$ cat src/rtl/mem_burst_read_sequencer_pkg.sv
// Shared constants and types for the burst read sequencer and the memory it drives.
// Keeping DATA_W/ADDR_W/LEN_W here means the sequencer, its FIFO and the memory
// read module cannot disagree on widths.
package mem_burst_read_sequencer_pkg;

  localparam int DATA_W = 32;          // memory word width
  localparam int ADDR_W = 3;           // index bits used by the memory
  localparam int DEPTH  = 2**ADDR_W;   // memory depth (8)
  localparam int LEN_W  = 3;           // burst length field, beats = len + 1
  localparam int FIFO_D = 2;           // output skid depth
  localparam int BUS_AW = 32;          // full address bus width

  typedef enum logic {
    S_IDLE  = 1'b0,
    S_BURST = 1'b1
  } state_t;

  // One buffered output beat.
  typedef struct packed {
    logic [DATA_W-1:0] data;
    logic              last;
  } beat_t;

endpackage

$ cat src/rtl/mem_burst_read_sequencer_if.sv
// Bus bundle for the burst read sequencer: request channel, async memory read
// port and the valid/ready output stream.
//   slave  : the sequencer side (accepts requests, drives memory address, produces beats)
//   master : the surrounding system (issues requests, returns memory data, consumes beats)
interface mem_burst_read_sequencer_if;
  import mem_burst_read_sequencer_pkg::*;

  logic              io_req_valid;
  logic              io_req_ready;
  logic [BUS_AW-1:0] io_req_base;
  logic [LEN_W-1:0]  io_req_len;
  logic [BUS_AW-1:0] io_mem_addr;
  logic [DATA_W-1:0] io_mem_data;
  logic              io_out_valid;
  logic              io_out_ready;
  logic [DATA_W-1:0] io_out_data;
  logic              io_out_last;

  modport slave (
    input  io_req_valid, io_req_base, io_req_len, io_mem_data, io_out_ready,
    output io_req_ready, io_mem_addr, io_out_valid, io_out_data, io_out_last
  );

  modport master (
    output io_req_valid, io_req_base, io_req_len, io_mem_data, io_out_ready,
    input  io_req_ready, io_mem_addr, io_out_valid, io_out_data, io_out_last
  );

endinterface

$ cat src/rtl/mem_read_skid_fifo.sv
// Two-entry first-word-fall-through FIFO holding {data,last} output beats.
// Ports:
//   clk, reset : clock, synchronous active-high reset (flushes contents)
//   push, din  : write a beat; ignored when full unless popped the same cycle
//   pop        : remove the head; ignored when empty
//   dout       : head entry, valid whenever !empty
//   full/empty : occupancy flags
// No bypass: a beat pushed into an empty FIFO becomes visible the next cycle.
module mem_read_skid_fifo
  import mem_burst_read_sequencer_pkg::*;
(
  input  logic  clk,
  input  logic  reset,
  input  logic  push,
  input  beat_t din,
  input  logic  pop,
  output beat_t dout,
  output logic  full,
  output logic  empty
);

  beat_t      slot_q [FIFO_D];
  logic       wr_ptr, rd_ptr;
  logic [1:0] count;
  logic       do_push, do_pop;

  assign full    = (count == 2'd2);
  assign empty   = (count == 2'd0);
  assign do_pop  = pop && !empty;
  // When full, the write lands in the slot being vacated by the pop.
  assign do_push = push && (!full || do_pop);
  assign dout    = slot_q[rd_ptr];

  always_ff @(posedge clk) begin
    if (reset) begin
      wr_ptr <= 1'b0;
      rd_ptr <= 1'b0;
      count  <= 2'd0;
    end else begin
      if (do_push) wr_ptr <= ~wr_ptr;
      if (do_pop)  rd_ptr <= ~rd_ptr;
      count <= count + 2'(do_push) - 2'(do_pop);
    end
  end

  // Payload storage needs no reset; occupancy alone decides validity.
  always_ff @(posedge clk) begin
    if (do_push) slot_q[wr_ptr] <= din;
  end

endmodule

$ cat src/rtl/mem_burst_read_sequencer.sv
// Burst read front end for the 8x32 async-read memory.
// Accepts {base,len}, walks the low ADDR_W address bits one beat per cycle
// (wrapping, upper bits held), captures the combinational read data on each
// issue and streams it out through a 2-entry skid FIFO with a last-beat flag.
// Ports:
//   clk, reset : clock, synchronous active-high reset
//   bus        : request channel, memory read port and output stream (slave side)
module mem_burst_read_sequencer
  import mem_burst_read_sequencer_pkg::*;
(
  input  logic                        clk,
  input  logic                        reset,
  mem_burst_read_sequencer_if.slave   bus
);

  state_t                   state;
  logic                     req_ready_q;
  logic [BUS_AW-ADDR_W-1:0] base_hi;
  logic [ADDR_W-1:0]        idx;
  logic [LEN_W:0]           beats_left;   // one extra bit so len=7 gives 8

  logic  fifo_full, fifo_empty;
  logic  pop, issue, last_beat;
  beat_t push_beat, head;

  assign pop       = !fifo_empty && bus.io_out_ready;
  // Issue needs a free slot, or a full FIFO that drains this cycle.
  assign issue     = (state == S_BURST) && (!fifo_full || pop);
  assign last_beat = (beats_left == (LEN_W+1)'(1));

  assign push_beat.data = bus.io_mem_data;
  assign push_beat.last = last_beat;

  mem_read_skid_fifo u_fifo (
    .clk   (clk),
    .reset (reset),
    .push  (issue),
    .din   (push_beat),
    .pop   (pop),
    .dout  (head),
    .full  (fifo_full),
    .empty (fifo_empty)
  );

  assign bus.io_req_ready = req_ready_q;
  assign bus.io_mem_addr  = {base_hi, idx};
  assign bus.io_out_valid = !fifo_empty;
  assign bus.io_out_data  = head.data;
  assign bus.io_out_last  = !fifo_empty && head.last;

  always_ff @(posedge clk) begin
    if (reset) begin
      state       <= S_IDLE;
      req_ready_q <= 1'b1;
      base_hi     <= '0;
      idx         <= '0;
      beats_left  <= '0;
    end else begin
      case (state)
        S_IDLE: begin
          if (bus.io_req_valid && req_ready_q) begin
            base_hi     <= bus.io_req_base[BUS_AW-1:ADDR_W];
            idx         <= bus.io_req_base[ADDR_W-1:0];
            beats_left  <= {1'b0, bus.io_req_len} + (LEN_W+1)'(1);
            req_ready_q <= 1'b0;
            state       <= S_BURST;
          end
        end
        S_BURST: begin
          if (issue) begin
            beats_left <= beats_left - (LEN_W+1)'(1);
            if (last_beat) begin
              // idx is left on the final beat so the address holds in IDLE.
              req_ready_q <= 1'b1;
              state       <= S_IDLE;
            end else begin
              idx <= idx + ADDR_W'(1);
            end
          end
        end
        default: state <= S_IDLE;
      endcase
    end
  end

endmodule

$ cat src/flat_wrapper.sv
// flat-port wrapper written by rule: the top's interface ports become plain ports
module mem_burst_read_sequencer_flat import mem_burst_read_sequencer_pkg::*;
  (clk, reset, bus_io_req_valid, bus_io_req_base, bus_io_req_len, bus_io_mem_data, bus_io_out_ready, bus_io_req_ready, bus_io_mem_addr, bus_io_out_valid, bus_io_out_data, bus_io_out_last);
  mem_burst_read_sequencer_if bus_i ();
  input  logic clk;
  input  logic reset;
  input wire logic [$bits(bus_i.io_req_valid)-1:0] bus_io_req_valid;
  input wire logic [$bits(bus_i.io_req_base)-1:0] bus_io_req_base;
  input wire logic [$bits(bus_i.io_req_len)-1:0] bus_io_req_len;
  input wire logic [$bits(bus_i.io_mem_data)-1:0] bus_io_mem_data;
  input wire logic [$bits(bus_i.io_out_ready)-1:0] bus_io_out_ready;
  output wire logic [$bits(bus_i.io_req_ready)-1:0] bus_io_req_ready;
  output wire logic [$bits(bus_i.io_mem_addr)-1:0] bus_io_mem_addr;
  output wire logic [$bits(bus_i.io_out_valid)-1:0] bus_io_out_valid;
  output wire logic [$bits(bus_i.io_out_data)-1:0] bus_io_out_data;
  output wire logic [$bits(bus_i.io_out_last)-1:0] bus_io_out_last;
  assign bus_i.io_req_valid = bus_io_req_valid;
  assign bus_i.io_req_base = bus_io_req_base;
  assign bus_i.io_req_len = bus_io_req_len;
  assign bus_i.io_mem_data = bus_io_mem_data;
  assign bus_i.io_out_ready = bus_io_out_ready;
  assign bus_io_req_ready = bus_i.io_req_ready;
  assign bus_io_mem_addr = bus_i.io_mem_addr;
  assign bus_io_out_valid = bus_i.io_out_valid;
  assign bus_io_out_data = bus_i.io_out_data;
  assign bus_io_out_last = bus_i.io_out_last;
  mem_burst_read_sequencer u_core (.clk(clk), .reset(reset), .bus(bus_i));
endmodule
$ cat config.mk
export PLATFORM = sky130hd
export DESIGN_NAME = mem_burst_read_sequencer_flat
export DESIGN_NICKNAME = d
export VERILOG_FILES = /design/src/rtl/mem_burst_read_sequencer_pkg.sv /design/src/rtl/mem_burst_read_sequencer_if.sv /design/src/rtl/mem_read_skid_fifo.sv /design/src/rtl/mem_burst_read_sequencer.sv /design/src/flat_wrapper.sv
export SDC_FILE = /design/constraint.sdc
export NUM_CORES = 1
export LEC_CHECK = 0
export ABC_AREA = 1
export BUFFER_PORTS_ARGS = -buffer_cell sky130_fd_sc_hd__buf_2
export CORE_ASPECT_RATIO = 1.75
export CORE_MARGIN = 5
export CORE_UTILIZATION = 30
export DETAILED_ROUTE_END_ITERATION = 8
export SYNTH_ARGS = -nofsm -noshare
export SYNTH_HDL_FRONTEND = slang
export SYNTH_SLANG_ARGS = --single-unit
export TNS_END_PERCENT = 30
$ cat constraint.sdc
create_clock -name clk -period 6.68 [get_ports clk]
set_input_delay 1.336 -clock clk [delete_from_list [all_inputs] [get_ports clk]]
set_output_delay 1.336 -clock clk [all_outputs]
set_load 0.02 [all_outputs]
==> flow_metrics.tcl, run 1 <==
set metrics [dict create \
    hold_viol 0 \
    crit_path_end_kind "primary output" \
    rsz0062_at_grt "no" \
    ys_warn_count 0 \
    dieArea_um2 16570 \
    core_area_um2 13840 \
    root_buffer "clkbuf_16" \
    synth_area_per_cell_um2 10.05 \
    pin_count 138 \
    path_buf_inv 3 \
    first_iter_violations 66 \
    cp-start-kind "flip-flop" \
    holdWs_ns 0.4632 \
    critPathMaxStageDelay_ns 0.83 \
    std_cell_rows 57 \
    synth_area_leaders "edfxtp_1 47%, dfxtp_1 20%, nand2_1 11%, nor2_1 7.1%, o21ai_0 3.7%" \
    hold_buffers 0 \
    synth_enable_flop_cells 66 \
    clk_pin_slew_ns 0.07 \
    grt_max_degree 41 \
    post_cts_buffers 0 \
    path_cells "buf_4 -> inv_1 -> nand2_1 -> a21oi_1 -> buf_2" \
    synth_top_area_share_pct 47.17 \
    grt_pass1_vias 3313 \
    regArea_um2 2843 \
    gp_congestion 0.7591 \
    post_drt_wl_per_cell_um 13.09 \
    crit_fanout 34 \
    status "finished, final reports clean" \
    n_antenna_cell 0 \
    netlist-cell-type-count 25 \
    yosys.area.top_type "edfxtp_1" \
    crit_family "buffers and inverters" \
    wl_um 9568 \
    setup_viol 0 \
    skew_ns 0.01205 \
    numCtsBuffers 9 \
    ant_nets 0 \
    synth_ff_type "edfxtp_1" \
    fmax_mhz 281.2 \
    period_share_pct 53.24 \
    tritoncts "yes" \
    drc 0 \
    drt_first_pass_iters 4 \
    insertion_delay_ns 0.34 \
    final_util_pct 38.36 \
    drive_gt1_share_pct 29.60 \
    cts_sinks 109 \
    synth-seq-cells 109 \
    yosysSeqAreaShare_pct 67.66 \
    fillCellCount 1419 \
    antenna_found_initial 0 \
    grt_overflow 0 \
    areaGrowthSynthToFinish_pct 26.33 \
    syn_area_um2 4202 \
    report.final.slew_viol_count 0 \
    nets 626 \
    power_mw 1.814 \
    path_class "reg -> out" \
    tns_ns 0 \
    numPortBuffers 137 \
    maxCapViolCount 0 \
    irDropWorstVdd_mv 0.1234 \
    viasPerCell 4.499 \
    p_per_area_nw_per_um2 341.9 \
    crit_arrival_ns 2.22 \
    ys_top_cells_by_count "123 x nand2_1, 80 x nor2_1, 66 x edfxtp_1, 43 x dfxtp_1, 31 x o21ai_0" \
    multi_input_comb_area_um2 1199 \
    syn_inst 418 \
    slew_headroom_pct 27.98 \
    dieWidth_um 99.46 \
    async_flop_share_pct 0 \
    vias 3289 \
    cts_resized 0 \
    track_usage_pct 11.68 \
    synth_most_common_cell "nand2_1" \
    start_util_pct 30.37 \
    dieHeight_um 166.6 \
    slowest_stage "inv_1" \
    htree_levels 3 \
    worstMarginPinSlew_ns 1.079 \
    clockBufferDepth 2 \
    syn_nets 495 \
    detailed_place_hpwl_um 6997 \
    finalCriticalPeriod_ns 3.556 \
    leakage_nw 2.431 \
    r2r_start "u_core.state" \
    hp-class "reg -> reg" \
    cp.required_ns 5.34 \
    min_from "u_core.u_fifo.rd_ptr" \
    grt_pass1_wl_um 15640 \
]
power breakdown:
part	switching [mW]	internal [mW]
clock	0.245	0.261
combinational	0.334	0.150
sequential	0.0349	0.790
total	0.614	1.20
metal layers:
layer  global-route usage, %  part of all wire [%]
met1                   12.92                    40
met4                   5.054                   1.4
met2                   20.43                    52
met3                   3.474                   6.6
met5                       0                     0
final timing paths:
check,end,slack (ns),cells after the start
hold reg to reg,u_core.u_fifo.rd_ptr,0.46,1
hold / removal,u_core.u_fifo.rd_ptr,0.46,1
setup / recovery,bus_io_out_last,3.12,5
setup reg to reg,u_core.beats_left[3],4.30,6
cell usage in the layout (no fill, tap or decap):
cell type / Yosys / routed
buf_4: 1 / 1
or2_2: 2 / 2
nand3_1: 5 / 5
nor3_1: 1 / 1
ha_1: 6 / 6
nand4_1: 3 / 3
a21oi_1: 8 / 8
clkbuf_16: 0 / 9
o211ai_1: 1 / 1
o21ai_0: 31 / 31
nand2_1: 123 / 123
nand3_2: 1 / 1
nor2_2: 1 / 1
xnor2_1: 1 / 1
nand2_2: 3 / 3
nor2_1: 80 / 78
clkbuf_1: 6 / 1
buf_2: 8 / 137
inv_2: 2 / 2
inv_1: 16 / 16
inv_8: 0 / 2
inv_6: 0 / 1
xor2_1: 1 / 1
nor2_4: 0 / 2
clkinvlp_4: 0 / 2
edfxtp_1: 66 / 66
o21ai_1: 6 / 6
clkinv_4: 0 / 1
dfxtp_1: 43 / 43
sequential cells by signal, indices dropped and copies added, names as in the netlist, named ones only:
signal and count:
u_core.u_fifo.slot_q 66, u_core.base_hi 29, u_core.beats_left 4, u_core.idx 3, u_core.u_fifo.count 2, u_core.bus.io_req_ready 1
u_core.state 1, u_core.u_fifo.rd_ptr 1, u_core.u_fifo.wr_ptr 1
cells by family (layout without fill, tap and decap cells):
group | after synthesis | in the layout | share of synthesized area (%)
AND/OR/NAND/NOR | 219 | 219 | 20.43
flip-flops | 109 | 109 | 67.66
buffers and inverters | 36 | 172 | 4.169
XOR/XNOR | 2 | 2 | 0.4170
AO/OA/AOI/OAI | 46 | 46 | 5.539
adder cells (fa/ha/maj) | 6 | 6 | 1.787
final cells by class:
type	count	share of cell area, %
Tap cell	177	4.173
Sequential cell	109	53.56
Inverter	18	1.273
Clock inverter	6	1.037
Clock buffer	10	4.314
Timing Repair Buffer	138	13.06
Multi-Input combinational cell	273	22.58
stage by stage:
step	area, um2	std cells	setup WS, ns
6_report	5308	731	3.124
3_5_place_dp	5024	715	3.360
4_1_cts	5308	731	3.085
3_3_place_gp	5024	715	3.404
2_1_floorplan	4202	418	3.206
5_1_grt	5308	731	2.871
Power figures use the tool's default switching activity.
==> run 2: changes to the inputs <==
==> constraint.sdc (replaced) <==
create_clock -name clk -period 3.1 [get_ports clk]
set_input_delay 0.62 -clock clk [delete_from_list [all_inputs] [get_ports clk]]
set_output_delay 0.62 -clock clk [all_outputs]
set_load 0.02 [all_outputs]
==> flow_metrics.tcl, run 2 (synthesis gave the netlist of run 1 again) <==
set metrics [dict create \
    report.final.slew_viol_count 0 \
    largest_register_ffs 66 \
    start_util_pct 30.37 \
    setup_viol 0 \
    htree_levels 3 \
    antenna_found_initial 0 \
    cts_resized 0 \
    nets 631 \
    cts_sinks 109 \
    slowest_stage "buf_4" \
    power_mw 3.944 \
    mostFrequentLayoutCells "137 x buf_2, 123 x nand2_1, 78 x nor2_1" \
    numCtsBuffers 9 \
    tritoncts "yes" \
    wl_um 9655 \
    pin_count 138 \
    track_usage_pct 11.88 \
    grt_overflow 0 \
    drc 0 \
    hp-class "reg -> reg" \
    crit_top_cell "buf_4" \
    leakage_nw 2.465 \
    drt_first_pass_iters 4 \
    finalCriticalPeriod_ns 2.315 \
    viasPerCell 4.418 \
    hold_buffers 0 \
    maxCapViolCount 0 \
    largest-register "u_core.u_fifo.slot_q" \
    skew_ns 0.01214 \
    status "finished, final reports clean" \
    rrSetupSlack_ns 1.03 \
    post_cts_buffers 0 \
    gp_congestion 0.7209 \
    slew_headroom_pct 64.04 \
    top_regs "u_core.u_fifo.slot_q: 66 flops, u_core.base_hi: 29 flops, u_core.beats_left: 4 flops" \
    irDropWorstVdd_mv 0.2402 \
    root_buffer "clkbuf_16" \
    clockBufferDepth 2 \
    cp-start-kind "flip-flop" \
    core_area_um2 13840 \
    crit_path_end_kind "primary output" \
    grt_pass1_wl_um 15690 \
    detailed_place_hpwl_um 7091 \
    clk_pin_slew_ns 0.07 \
    areaGrowthSynthToFinish_pct 27.28 \
    crit_family "buffers and inverters" \
    worstMarginPinSlew_ns 0.5386 \
    crit_arrival_ns 1.70 \
    critPathMaxStageDelay_ns 0.32 \
    ant_nets 0 \
    path_cells "buf_4 -> inv_1 -> buf_4 -> nand2_1 -> a21oi_1 -> buf_2" \
    first_iter_violations 117 \
    std_cell_rows 57 \
    p_per_area_nw_per_um2 737.6 \
    path_buf_inv 4 \
    insertion_delay_ns 0.35 \
    rsz0062_at_grt "no" \
    dieArea_um2 16570 \
    numPortBuffers 137 \
    post_drt_wl_per_cell_um 13.12 \
    drive_gt1_share_pct 30.23 \
    hold_viol 0 \
    grt_pass1_vias 3321 \
    vias 3252 \
    path_class "reg -> out" \
    dieWidth_um 99.46 \
    crit_fanout 34 \
    layout_commonest_cell "buf_2" \
    period_share_pct 74.68 \
    grt_max_degree 35 \
    fmax_mhz 431.9 \
    n_antenna_cell 0 \
    dieHeight_um 166.6 \
    cp.required_ns 2.48 \
    tns_ns 0 \
]
## run 2: changes by cell type in the layout (fill, tap and decap cells not counted), sizes merged
| cell | before | now |
|---|---|---|
| buf | 138 | 143 |
| clkinv | 1 | 0 |
| clkinvlp | 2 | 0 |
| inv | 21 | 24 |
## run 2: path summary, 6_finish.rpt
check	startpoint	endpoint	cells after the start
hold reg to reg	u_core.u_fifo.rd_ptr	flip-flop	1
hold / removal	u_core.u_fifo.rd_ptr	flip-flop	1
setup reg to reg	u_core.state	u_core.u_fifo.slot_q[1][2]	3
setup / recovery	flip-flop	bus_io_out_last	6
## run 2: final cells by class
class | instances | area (um2)
clock inverters | 6 | 57.56
clock buffers | 10 | 229.0
well taps | 177 | 221.5
fillers | 1409 | 8488
repair buffers | 143 | 730.7
inverters | 18 | 67.56
multi-input cells | 273 | 1199
flip-flops and latches | 109 | 2843
## run 2: stage by stage
stage | instances | cell area [um2] | setup slack (ns) | hold WS (ns) | util, %
2_1_floorplan | 418 | 4202 | 0.3417 | 0.4257 | -
5_1_grt | 736 | 5348 | 0.6203 | 0.4397 | 38.65
6_report | 736 | 5348 | 0.7849 | 0.4538 | 38.65
3_3_place_gp | 720 | 5061 | 0.9969 | 0.4429 | 36.58
3_5_place_dp | 720 | 5061 | 0.9220 | 0.4459 | 36.58
4_1_cts | 736 | 5348 | 0.7313 | 0.4434 | 38.65
## run 2: per-layer routing
metal | part of all wire [%] | up-vias | track usage, %
met2 | 53 | 107 | 21.81
met3 | 6.7 | 12 | 2.930
met4 | 1.1 | 0 | 4.518
li1 | - | 1641 | -
met1 | 39 | 1492 | 12.89
met5 | 0 | - | 0
## run 2: where the power goes
group / total, mW / switching (mW) / internal, mW
clock network: 1.11 / 0.545 / 0.569
registers: 1.78 / 0.0758 / 1.70
logic: 1.05 / 0.720 / 0.332
total: 3.94 / 1.34 / 2.60
==> run 3: changes to the inputs <==
--- a/config.mk
+++ b/config.mk
@@ -5,7 +5,7 @@
 export SDC_FILE = /design/constraint.sdc
 export NUM_CORES = 1
 export LEC_CHECK = 0
-export ABC_AREA = 1
+export ABC_AREA = 0
 export BUFFER_PORTS_ARGS = -buffer_cell sky130_fd_sc_hd__buf_2
 export CORE_ASPECT_RATIO = 1.75
 export CORE_MARGIN = 5
==> constraint.sdc (replaced) <==
create_clock -name clk -period 2 [get_ports clk]
set_input_delay 0.4 -clock clk [delete_from_list [all_inputs] [get_ports clk]]
set_output_delay 0.4 -clock clk [all_outputs]
set_load 0.02 [all_outputs]
==> flow_metrics.tcl, run 3 <==
set metrics [dict create \
    status "finished, final reports clean" \
    setup_viol 0 \
    clockBufferDepth 2 \
    antenna_found_initial 0 \
    synth_xor_area_share_pct 1.056 \
    nets 536 \
    wl_um 9164 \
    fillCellCount 1348 \
    post_cts_buffers 0 \
    gp_congestion 0.7569 \
    cp.required_ns 1.60 \
    synth_area_leaders "edfxtp_1 48%, dfxtp_1 21%, mux2_2 8.7%, nand2_1 5.6%, a21oi_1 4.6%" \
    vias 2839 \
    cp-start-kind "flip-flop" \
    r2r_start "u_core.u_fifo.count[0]" \
    tritoncts "yes" \
    worstMarginPinSlew_ns 0.4277 \
    p_sw_share_pct 29.95 \
    first_iter_violations 56 \
    numPortBuffers 137 \
    fmax_mhz 545.6 \
    period_share_pct 91.64 \
    yosysSeqAreaShare_pct 68.58 \
    hold_depth 1 \
    path_class "reg -> out" \
    tns_ns 0 \
    async_flop_share_pct 0 \
    insertion_delay_ns 0.34 \
    syn_area_um2 4145 \
    finalCriticalPeriod_ns 1.833 \
    drc 0 \
    pin_count 138 \
    n_antenna_cell 0 \
    timing.rr.end "u_core.u_fifo.count[1]" \
    power_mw 6.090 \
    intPower_mw 4.266 \
    skew_ns 0.005684 \
    yosys.area.top_type "edfxtp_1" \
    irDropWorstVdd_mv 0.4339 \
    cts_resized 0 \
    rrSetupSlack_ns 0.17 \
    dieHeight_um 165.5 \
    syn_nets 396 \
    dieWidth_um 98.86 \
    synth_ff_type "edfxtp_1" \
    dieArea_um2 16360 \
    placed_cells 625 \
    track_usage_pct 10.95 \
    largest_register_ffs 66 \
    multi_input_comb_area_um2 1211 \
    seq_power_share_pct 44.6 \
    netlist-cell-type-count 36 \
    std_cell_rows 57 \
    drive_gt1_share_pct 43.53 \
    hold_path_end "u_core.u_fifo.slot_q[0][14]" \
    maxCapViolCount 0 \
    ant_nets 0 \
    p_clk_share_pct 29.5 \
    leakage_nw 2.188 \
    areaGrowthSynthToFinish_pct 30.30 \
    crit_path_end_kind "primary output" \
    slew_headroom_pct 71.36 \
    top_regs "u_core.u_fifo.slot_q: 66 flops, u_core.base_hi: 29 flops, u_core.beats_left: 4 flops" \
    rsz0062_at_grt "no" \
    start_util_pct 30.12 \
    synth_compound_area_share_pct 7.546 \
    post_drt_wl_per_cell_um 14.30 \
    finish.instance_area_um2 5401 \
    synth_enable_flop_cells 66 \
    grt_pass1_wl_um 14030 \
    core_area_um2 13760 \
    viasPerCell 4.429 \
    synthAdderAreaFrac_pct 1.811 \
    synth_top_family_by_area "simple AND/OR/NAND/NOR gates" \
    critPathMaxStageDelay_ns 0.37 \
    numCtsBuffers 9 \
    synth_most_common_cell "edfxtp_1" \
    crit_fanout 33 \
    layout_commonest_cell "buf_2" \
    grt_max_degree 34 \
    report.final.slew_viol_count 0 \
    grt_overflow 0 \
    r2r_cells 9 \
    cts_sinks 109 \
    path_buf_inv 2 \
    p_per_area_nw_per_um2 1128 \
    crit_arrival_ns 1.43 \
    yosys.area_share.simple_pct 9.417 \
    detailed_place_hpwl_um 6659 \
    htree_levels 3 \
    crit_family "buffers and inverters" \
    mostFrequentLayoutCells "137 x buf_2, 66 x edfxtp_1, 62 x nand2_1" \
    regArea_um2 2844 \
    comb_power_share_pct 25.9 \
    final_cells 641 \
    ys_top_cells_by_count "66 x edfxtp_1, 62 x nand2_1, 43 x dfxtp_1, 38 x a21oi_1, 32 x mux2_2" \
    syn_inst 319 \
    hold_buffers 0 \
    drt_first_pass_iters 4 \
    min_from "bus_io_mem_data[13]" \
    largest-register "u_core.u_fifo.slot_q" \
    hp-class "in -> reg" \
    post_dp_cell_area_um2 5099 \
    grt_pass1_vias 2938 \
    holdWs_ns 0.2501 \
    synth_area_per_cell_um2 12.99 \
    clk_pin_slew_ns 0.07 \
    p_sw_mw 1.824 \
    synthMuxAreaShare_pct 9.176 \
    path_cells "buf_12 -> mux2_2 -> buf_2" \
    synth_top_area_share_pct 47.81 \
    ys_warn_count 0 \
    root_buffer "clkbuf_16" \
    hold_viol 0 \
    synth-seq-cells 109 \
    slowest_stage "mux2_2" \
]
-- run 3: final cells by class --
cell class / count / area share [%]
Timing Repair Buffer: 145 / 14.73
Tap cell: 177 / 4.100
Sequential cell: 109 / 52.65
Inverter: 7 / 0.4864
Clock buffer: 9 / 4.170
Multi-Input combinational cell: 187 / 22.42
Clock inverter: 7 / 1.436
-- run 3: routing by layer --
layer  global-route usage (%)  part of all wire (%)  vias up
li1                         -                     -     1407
met1                    11.41                    37     1337
met2                    20.72                    56       82
met3                    2.606                   5.0       13
met4                    4.475                   1.9        0
met5                        0                     0        -
-- run 3: through the flow --
stage / worst slack (ns) / utilization, %
global route: 0.05226 / 39.24
floorplan: -0.05176 / -
CTS: 0.1260 / 39.24
finish: 0.1672 / 39.24
detailed placement: -0.008391 / 37.04
global placement: 0.03207 / 37.04
-- run 3: kinds of logic (layout without fill, tap and decap cells) --
logic type | count (synthesis) | in the layout
compound gates | 53 | 53
xor+xnor | 5 | 5
fa+ha+maj | 6 | 6
buf+inv | 23 | 168
flops | 109 | 109
mux | 34 | 34
simple gates | 89 | 89
-- run 3: how the worst max path moves through the flow --
stage,start,endpoint,slack (ns),cells after the start
2_1_floorplan,bus_io_out_ready,u_core.u_fifo.slot_q[1][0],-0.05,3
3_3_place_gp,bus_io_out_ready,u_core.u_fifo.count[1],0.03,10
3_5_place_dp,bus_io_out_ready,u_core.u_fifo.count[1],-0.008,10
4_1_cts,flip-flop,bus_io_out_data[14],0.13,3
5_1_grt,u_core.u_fifo.count[0],u_core.u_fifo.count[1],0.05,9
6_report,flip-flop,bus_io_out_data[30],0.17,3
-- run 3: power groups by stage --
stage          clock network, mW  registers (mW)  logic, mW
5_1_grt                     1.94            2.74       1.72
6_report                    1.80            2.72       1.58
4_1_cts                     1.86            2.72       1.62
3_5_place_dp                   0            2.77       1.61
3_3_place_gp                   0            2.76       1.60
2_1_floorplan                  0            2.81       1.01
